<file path="config.mk">
export PLATFORM = sky130hd
export DESIGN_NAME = program_rom_flat
export DESIGN_NICKNAME = d
export VERILOG_FILES = /design/src/rtl/td4_pkg.sv /design/src/rtl/program_rom_if.sv /design/src/rtl/program_rom_array.sv /design/src/rtl/program_rom.sv /design/src/flat_wrapper.sv
export SDC_FILE = /design/constraint.sdc
export NUM_CORES = 1
export LEC_CHECK = 0
export ABC_CLOCK_PERIOD_IN_PS = 5800
export BUFFER_PORTS_ARGS = -buffer_cell sky130_fd_sc_hd__buf_2
export CORE_MARGIN = 5
export CORE_UTILIZATION = 60
export DETAILED_ROUTE_END_ITERATION = 8
export GPL_ROUTABILITY_DRIVEN = 1
export PLACE_DENSITY = 0.78
export SLEW_MARGIN = 10
export SYNTH_ARGS = -nofsm -noshare
export SYNTH_HDL_FRONTEND = slang
export SYNTH_SLANG_ARGS = --single-unit
export TNS_END_PERCENT = 20
</file>
<file path="constraint.sdc">
create_clock -name clock -period 5.8 [get_ports clock]
set_input_delay 0.58 -clock clock [delete_from_list [all_inputs] [get_ports clock]]
set_output_delay 0.58 -clock clock [all_outputs]
set_load 0.03 [all_outputs]
</file>
<file path="src/rtl/td4_pkg.sv">
// ---------------------------------------------------------------------------
// td4_pkg: shared definitions for the 4-bit CPU's instruction memory.
//   ADDR_WIDTH / DATA_WIDTH : default fetch address and instruction widths
//   NOP_WORD                : instruction word the CPU treats as no-op
//   rom_state_t             : program loader FSM states
// ---------------------------------------------------------------------------
package td4_pkg;

  localparam int ADDR_WIDTH = 4;
  localparam int DATA_WIDTH = 8;

  localparam logic [DATA_WIDTH-1:0] NOP_WORD = '0;

  typedef enum logic [1:0] {
    ROM_RUN  = 2'd0,  // CPU runs, fetches served from the array
    ROM_LOAD = 2'd1,  // host is writing a new image, CPU held
    ROM_DONE = 2'd2   // single-cycle completion marker
  } rom_state_t;

endpackage : td4_pkg

</file>
<file path="src/rtl/program_rom_if.sv">
// ---------------------------------------------------------------------------
// program_rom_if: fetch and program-load signals of the instruction memory.
//   address    : CPU fetch address                    (master -> slave)
//   data       : instruction word for address          (slave  -> master)
//   load_start : begin/restart a full program load     (master -> slave)
//   load_valid : load_data carries a word              (master -> slave)
//   load_data  : program word, ascending address order (master -> slave)
//   load_ready : memory accepts a word this cycle      (slave  -> master)
//   load_done  : one-cycle pulse after the last word   (slave  -> master)
//   cpu_hold   : CPU must stay in reset                (slave  -> master)
// ---------------------------------------------------------------------------
interface program_rom_if #(
  parameter int ADDR_WIDTH = td4_pkg::ADDR_WIDTH,
  parameter int DATA_WIDTH = td4_pkg::DATA_WIDTH
);

  logic [ADDR_WIDTH-1:0] address;
  logic [DATA_WIDTH-1:0] data;
  logic                  load_start;
  logic                  load_valid;
  logic [DATA_WIDTH-1:0] load_data;
  logic                  load_ready;
  logic                  load_done;
  logic                  cpu_hold;

  // Host/CPU side.
  modport master (
    output address, load_start, load_valid, load_data,
    input  data, load_ready, load_done, cpu_hold
  );

  // Memory side.
  modport slave (
    input  address, load_start, load_valid, load_data,
    output data, load_ready, load_done, cpu_hold
  );

endinterface : program_rom_if

</file>
<file path="src/rtl/program_rom_array.sv">
// ---------------------------------------------------------------------------
// rom_array: DEPTH x DATA_WIDTH flop array with asynchronous clear.
//   clock, reset : rising-edge clock, async active-high clear to RESET_WORD
//   we/waddr/wdata : single synchronous write port
//   raddr/rdata    : asynchronous (combinational) read port
// ---------------------------------------------------------------------------
module rom_array #(
  parameter int                    ADDR_WIDTH = td4_pkg::ADDR_WIDTH,
  parameter int                    DATA_WIDTH = td4_pkg::DATA_WIDTH,
  parameter logic [DATA_WIDTH-1:0] RESET_WORD = '0
) (
  input  logic                  clock,
  input  logic                  reset,
  input  logic                  we,
  input  logic [ADDR_WIDTH-1:0] waddr,
  input  logic [DATA_WIDTH-1:0] wdata,
  input  logic [ADDR_WIDTH-1:0] raddr,
  output logic [DATA_WIDTH-1:0] rdata
);

  localparam int DEPTH = 2 ** ADDR_WIDTH;

  logic [DATA_WIDTH-1:0] mem_q [DEPTH];
  logic [DATA_WIDTH-1:0] mem_d [DEPTH];

  always_comb begin
    // NOTE: combinational blocks use blocking '=' and assign every output a
    // default first, so no latch is inferred when the write is idle.
    mem_d = mem_q;
    if (we) begin
      mem_d[waddr] = wdata;
    end
  end

  // NOTE: the array is deliberately reset: a reset in the middle of a load
  // must discard the partial image, so this is a flop array, not a RAM macro.
  always_ff @(posedge clock or posedge reset) begin
    if (reset) begin
      for (int i = 0; i < DEPTH; i++) begin
        mem_q[i] <= RESET_WORD;
      end
    end else begin
      // NOTE: sequential state is updated with non-blocking '<=' only.
      mem_q <= mem_d;
    end
  end

  assign rdata = mem_q[raddr];

endmodule : rom_array

</file>
<file path="src/rtl/program_rom.sv">
// ---------------------------------------------------------------------------
// program_rom: instruction memory for the 4-bit CPU with a host load port.
//   clock : rising-edge system clock
//   reset : asynchronous, active-high; clears the FSM and the whole array
//   bus   : program_rom_if.slave (fetch port + load handshake + cpu_hold)
//
// In ROM_RUN fetches are served combinationally from the array. A
// load_start pulse enters ROM_LOAD, where the CPU is held and fed NOPs while
// the host streams DEPTH words in ascending order. The last write passes
// through a one-cycle ROM_DONE (load_done) before execution resumes from
// address 0. cpu_hold/load_ready/load_done are registered Moore outputs.
// ---------------------------------------------------------------------------
module program_rom #(
  parameter int                    ADDR_WIDTH = td4_pkg::ADDR_WIDTH,
  parameter int                    DATA_WIDTH = td4_pkg::DATA_WIDTH,
  parameter logic [DATA_WIDTH-1:0] RESET_WORD = '0
) (
  input  logic            clock,
  input  logic            reset,
  program_rom_if.slave    bus
);

  import td4_pkg::*;

  rom_state_t            state_q, state_d;
  logic [ADDR_WIDTH-1:0] ptr_q, ptr_d;
  logic                  load_ready_q, load_ready_d;
  logic                  load_done_q, load_done_d;
  logic                  cpu_hold_q, cpu_hold_d;

  logic                  mem_we;
  logic [DATA_WIDTH-1:0] mem_rdata;

  // Next-state, pointer and write-enable logic.
  always_comb begin
    state_d = state_q;
    ptr_d   = ptr_q;
    mem_we  = 1'b0;

    unique case (state_q)
      ROM_RUN: begin
        // load_valid is ignored here; only load_start matters.
        if (bus.load_start) begin
          state_d = ROM_LOAD;
          ptr_d   = '0;
        end
      end

      ROM_LOAD: begin
        // Restart wins over a word offered in the same cycle.
        if (bus.load_start) begin
          ptr_d = '0;
        end else if (bus.load_valid) begin
          mem_we = 1'b1;
          ptr_d  = ptr_q + 1'b1;  // wraps to 0 after the last word
          if (ptr_q == '1) begin
            state_d = ROM_DONE;
          end
        end
      end

      ROM_DONE: begin
        state_d = ROM_RUN;
      end

      default: begin
        state_d = ROM_RUN;
      end
    endcase
  end

  // Outputs are decoded from the next state and registered, so each one
  // equals a pure function of state_q with no path from the inputs.
  always_comb begin
    load_ready_d = (state_d == ROM_LOAD);
    load_done_d  = (state_d == ROM_DONE);
    cpu_hold_d   = (state_d != ROM_RUN);
  end

  always_ff @(posedge clock or posedge reset) begin
    if (reset) begin
      state_q      <= ROM_RUN;
      ptr_q        <= '0;
      load_ready_q <= 1'b0;
      load_done_q  <= 1'b0;
      cpu_hold_q   <= 1'b0;
    end else begin
      state_q      <= state_d;
      ptr_q        <= ptr_d;
      load_ready_q <= load_ready_d;
      load_done_q  <= load_done_d;
      cpu_hold_q   <= cpu_hold_d;
    end
  end

  rom_array #(
    .ADDR_WIDTH (ADDR_WIDTH),
    .DATA_WIDTH (DATA_WIDTH),
    .RESET_WORD (RESET_WORD)
  ) u_array (
    .clock (clock),
    .reset (reset),
    .we    (mem_we),
    .waddr (ptr_q),
    .wdata (bus.load_data),
    .raddr (bus.address),
    .rdata (mem_rdata)
  );

  // Outside ROM_RUN the CPU sees NOPs regardless of its fetch address.
  assign bus.data       = (state_q == ROM_RUN) ? mem_rdata : DATA_WIDTH'(NOP_WORD);
  assign bus.load_ready = load_ready_q;
  assign bus.load_done  = load_done_q;
  assign bus.cpu_hold   = cpu_hold_q;

endmodule : program_rom

</file>
<file path="src/flat_wrapper.sv">
// flat-port wrapper written by rule: the top's interface ports become plain ports
module program_rom_flat import td4_pkg::*;
#(
  parameter int                    ADDR_WIDTH = td4_pkg::ADDR_WIDTH,
  parameter int                    DATA_WIDTH = td4_pkg::DATA_WIDTH,
  parameter logic [DATA_WIDTH-1:0] RESET_WORD = '0
)
  (clock, reset, bus_address, bus_load_start, bus_load_valid, bus_load_data, bus_data, bus_load_ready, bus_load_done, bus_cpu_hold);
  program_rom_if #(.ADDR_WIDTH(ADDR_WIDTH), .DATA_WIDTH(DATA_WIDTH)) bus_i ();
  input  logic clock;
  input  logic reset;
  input wire logic [$bits(bus_i.address)-1:0] bus_address;
  input wire logic [$bits(bus_i.load_start)-1:0] bus_load_start;
  input wire logic [$bits(bus_i.load_valid)-1:0] bus_load_valid;
  input wire logic [$bits(bus_i.load_data)-1:0] bus_load_data;
  output wire logic [$bits(bus_i.data)-1:0] bus_data;
  output wire logic [$bits(bus_i.load_ready)-1:0] bus_load_ready;
  output wire logic [$bits(bus_i.load_done)-1:0] bus_load_done;
  output wire logic [$bits(bus_i.cpu_hold)-1:0] bus_cpu_hold;
  assign bus_i.address = bus_address;
  assign bus_i.load_start = bus_load_start;
  assign bus_i.load_valid = bus_load_valid;
  assign bus_i.load_data = bus_load_data;
  assign bus_data = bus_i.data;
  assign bus_load_ready = bus_i.load_ready;
  assign bus_load_done = bus_i.load_done;
  assign bus_cpu_hold = bus_i.cpu_hold;
  program_rom #(.ADDR_WIDTH(ADDR_WIDTH), .DATA_WIDTH(DATA_WIDTH), .RESET_WORD(RESET_WORD)) u_core (.clock(clock), .reset(reset), .bus(bus_i));
endmodule
</file>
# Yosys cells after proc, flatten, opt, wreduce, memory -nomap -nowiden
# Cells that the tools add are included.
# classes
n_reduce_logical	5
magnitude_cmp	3
n_mul	0
mux	19
shifts	0
div	0
bitwise_logic	2
n_eq_ne	6
addsub	1
# op_table
op	n
bitwise mux 128 bit	1
binary-select mux 8 bit (select 4 bit)	1
demux 8 bit (select 4 bit)	1
two-way mux 8 bit	4
two-way mux 4 bit	3
greater-or-equal comparator 5 bit (second input constant)	2
NOT 4 -> 5 bit	2
two-way mux 2 bit	4
one-hot mux 4 bit (2 select lines)	1
< comparator 5 x 1 -> 1 bit (second input constant)	1
adder 4 x 1 -> 4 bit (second input constant)	1
== test 2 x 1 -> 1 bit (second input constant)	2
== test 4 bit (second input constant)	1
one-hot mux 2 bit (2 select lines)	1
nonzero test 2 bit	2
two-way mux 1 bit	3
inequality test 3 bit (second input constant)	1
AND reduction 3 bit	1
== test 2 bit (second input constant)	1
zero test 2 bit	1
inequality test 2 bit (second input constant)	1
logical AND 1 bit	1
# word_totals
ram_bits	0
memories	0
register_bits	137
inputBits	16
mem_bits_ro	0
out_inout_bits	11
latchBits	0

# Longest topological paths before layout
# logic_depth
ltp_word	6
depth_mapped	7

# Cells and area by module
# From an unflattened synthesis, not the netlist that was laid out.
# unflattened
cells_unflattened	417
area_unflattened_um2	6422.4
# modules_own_cells
mod	cells_each	instances	area_each_um2	seq_area_each_um2
rom_array	369	1	5953.2	3203.1
program_rom	48	1	469.2	225.2

# Least setup slack after synthesis
# OpenSTA, ideal clock, no wires.
# synth_path
path_kind	input-to-output
startpoint	in bus_address[0]
endpoint	out bus_data[0]
path_buffers	2
t_required_ps	5220
stages	6
setup_slack_ps	3320
arrival_time_ps	1900
path_cell_list	buf_4 > buf_4 > mux2i_1 > a22oi_1 > nand3_1 > a21oi_1
# synth_via
elab_chain_len	5
# synth_lines
element	line_no	text
start, declared	flat_wrapper.sv:12	input wire logic [$bits(bus_i.address)-1:0] bus_address;
NOT 4 -> 5 bit (implied by the code)	program_rom_array.sv:48	assign rdata = mem_q[raddr];
binary-select mux 8 bit (select 4 bit)	program_rom_array.sv:48	
two-way mux 8 bit (implied by the code) (2 in series)	program_rom_array.sv:48	
two-way mux 8 bit	program_rom.sv:111	assign bus.data = (state_q == ROM_RUN) ? mem_rdata : DATA_WIDTH'(NOP_WORD);
end, declared	flat_wrapper.sv:16	output wire logic [$bits(bus_i.data)-1:0] bus_data;
# No other way between the ends. The select of a mux whose other input is x is not followed.

# Worst setup path after layout
# layout_path
startpoint	in bus_address[1]
endpoint	out bus_data[5]
# The elaborated chain is that of the path after synthesis.

==> reports/metrics.cfg <==
[clock_tree]
htree_levels=4
root_buffer=clkbuf_8
numClockSinks=137
cts_hold_buf=0
clockBufferDepth=2
clk_latency_ps=520
cts_resized=0
clkTransAtPathRegs_ps=60
cts_buffers=17
post_cts_buffers=0
cts_tree=yes

[timing]
clock_skew_ps=8.93
maxSlewHeadroom=0.197
fmax_mhz=325
tightest_slew_ps=1200
report.final.slew_viol_count=0
setup_tns_ps=0
period_needed_ps=3080
setup_viol=0
hold_viol_final=0
rsz0062_at_grt=no
fin_crit_sh=0.531

[setup_path]
crit_path_start_kind=primary input
setup.worst_path.end_class=primary output
crit_path_max_incr_delay_ps=990
path_cells=buf_2 -> nor2b_1 -> a22oi_1 -> nand3_1 -> nand2_1 -> buf_2
worstPathArrival_ps=2500
cpMaxStageDelayCell=nor2b_1
crit_buf_inv=2
worstPathRequired_ps=5220
critical_path.max_fanout=12
worstSetupPathType=primary input to primary output
crit_top_cell=buf_2
cp_top_family=simple AND/OR/NAND/NOR gates

[final_layout]
multi_input_area_um2=2800
final_cells=632
diodes=0
final.fill_count=748
ff_latch_area_um2=3430
area_delta_synth_final_pct=12.5
nets=504
drive_gt1_frac=0.413

[global_route]
grt_pass1_vias=4194
grt_use_total=0.229
grt_overflow=0
grt_max_degree=76
grt_pass1_wl_mm=22.6
grt_antenna_before_repair=0

[min_path]
min_path_type=primary input to async pin

[status]
status=finished, final reports clean

[logic_synthesis]
netlist.area_leader.share=0.537
synth_area_leader_cell=dfrtp_1
synth_area_um2=6380
synthTopCellsByArea=dfrtp_1 54%, mux2_2 22%, mux2i_1 7.5%, a22oi_1 2.8%, mux4_2 2.8%
synth.avg_cell_area_um2=13.9
ys_async_sr_fraction=1.00
synth_flop_cell=dfrtp_1
yosysSeqAreaShare=0.537
synthCells=460
ys_ff_latch=137
synth_edf_count=0
synth_fp_nets=480
synth_cell_types=32
yosysWarnings=0

[pwr]
vdd_ir_drop_max_v=0.000227
p_per_area_nw_per_um2=325
p_leak_nw=3.55

[place]
gp_congestion=0.783
placedCellCount=601
place_hpwl_mm=8.53
port_buffers=26

[detailed_routing]
firstDrtPassIters=4
drt-wirelength-per-cell_um=21.9
drt-initial-drc-count=215
drcViolationCount=0
vias_per_cell=6.15
vias=3886
ant_nets=0
wirelength_mm=13.8

[floorplan]
core-area_um2=10400
die_w_um=113
io_pins=27
die_area_um2=12800
die_h_um=113
row_count=37
floorplan.initialDensity=0.616

[run]
maxCapViolCount=0

## power by group
group	internal, mW	total, mW	switching, mW	leakage [nW]
logic	0.0970	0.195	0.0981	1.42
clock network	0.658	1.08	0.421	0.279
registers	1.02	1.06	0.0363	1.85
total	1.78	2.33	0.556	3.55
## worst reg2reg max path: cells and delay by family (launching register included)
kind,cells,cell delay [ps]
and+or+nand+nor,3,1570
muxes,1,410
DFF,1,440
## metal layers
metal | global-route usage | share of wire | vias to the layer above
met5 | 0 | 0 | -
met4 | 0.0665 | 0.022 | 0
met3 | 0.0460 | 0.044 | 27
met2 | 0.387 | 0.50 | 116
met1 | 0.303 | 0.43 | 2010
li1 | - | - | 1733
## stage by stage
step	utilization	area (um^2)	hold slack, ps	total power, mW	worst slack [ps]
floorplan	-	6380	459	1.22	1550
global placement	0.636	6590	473	1.26	2770
detailed placement	0.636	6590	479	1.27	2720
CTS	0.692	7180	298	2.34	2720
global route	0.692	7180	358	2.41	2650
finish	0.692	7180	277	2.33	2720
## final timing paths
kind                                               start  depth (start not counted)                        end  slack [ps]
worst max-delay path                      bus_address[1]                          6                bus_data[5]        2720
worst min-delay path                               reset                          2    u_core.u_array.mem_q[6]         280
worst max register to register         u_core.state_q[1]                          4  u_core.u_array.mem_q[103]        3270
worst min register to register  u_core.u_array.mem_q[79]                          1   u_core.u_array.mem_q[79]         490
max in group asynchronous                          reset                          3    u_core.u_array.mem_q[1]        4180
min in group clock                        bus_load_start                          2      u_core.bus.load_ready         400
## cell families (layout without fill, tap and decap cells)
group	after synthesis	in the layout	synth area share
AND/OR/NAND/NOR	66	66	0.0590
adder cells (fa/ha/maj)	4	4	0.00784
AO/OA/AOI/OAI	38	38	0.0427
flip-flops	137	137	0.537
multiplexers	184	184	0.329
buffers and inverters	31	67	0.0241
## layout make-up
| cell class | count | area share |
|---|---|---|
| Clock inverter | 13 | 0.0237 |
| Inverter | 5 | 0.00296 |
| Clock buffer | 18 | 0.0582 |
| Sequential cell | 137 | 0.478 |
| Tap cell | 136 | 0.0237 |
| Multi-Input combinational cell | 292 | 0.390 |
| Timing Repair Buffer | 31 | 0.0237 |
## cell usage after synthesis (2+ instances only)
| master | count |
|---|---|
| a22oi_1 | 24 |
| mux2_2 | 124 |
| clkbuf_1 | 14 |
| mux2_1 | 4 |
| ha_1 | 4 |
| and2_1 | 6 |
| buf_4 | 9 |
| o21ai_0 | 4 |
| mux2i_1 | 48 |
| nand2_2 | 8 |
| nand2_1 | 14 |
| nand2b_1 | 7 |
| a21oi_1 | 3 |
| nor2_1 | 5 |
| dfrtp_1 | 137 |
| o31a_1 | 2 |
| nor3_1 | 2 |
| inv_1 | 5 |
| buf_2 | 3 |
| nor2b_1 | 2 |
| a211oi_1 | 2 |
| nand3_1 | 15 |
| nor3b_4 | 2 |
| mux4_2 | 8 |
## cell usage in the layout, fill, tap and decap left out, types with 3 or more instances in the layout
cell type   synthesis  layout
a21oi_1             3       3
a22oi_1            24      24
and2_1              6       6
buf_2               3      25
buf_4               9       6
bufinv_16           0       3
clkbuf_16           0      16
clkinvlp_4          0       3
dfrtp_1           137     137
ha_1                4       4
inv_1               5       4
inv_6               0       4
mux2_1              4       4
mux2_2            124     124
mux2i_1            48      48
mux4_2              8       8
nand2_1            14      14
nand2_2             8       8
nand2b_1            7       7
nand3_1            15      15
nor2_1              5       5
o21ai_0             4       4
## state kept, by name, summed over array words and instances (netlist names)
signal	count
u_core.u_array.mem_q	128
u_core.bus.load_ready	1
u_core.ptr_q	4
u_core.bus.load_done	1
u_core.bus.cpu_hold	1
u_core.state_q	2
Power figures use the tool's default switching activity.
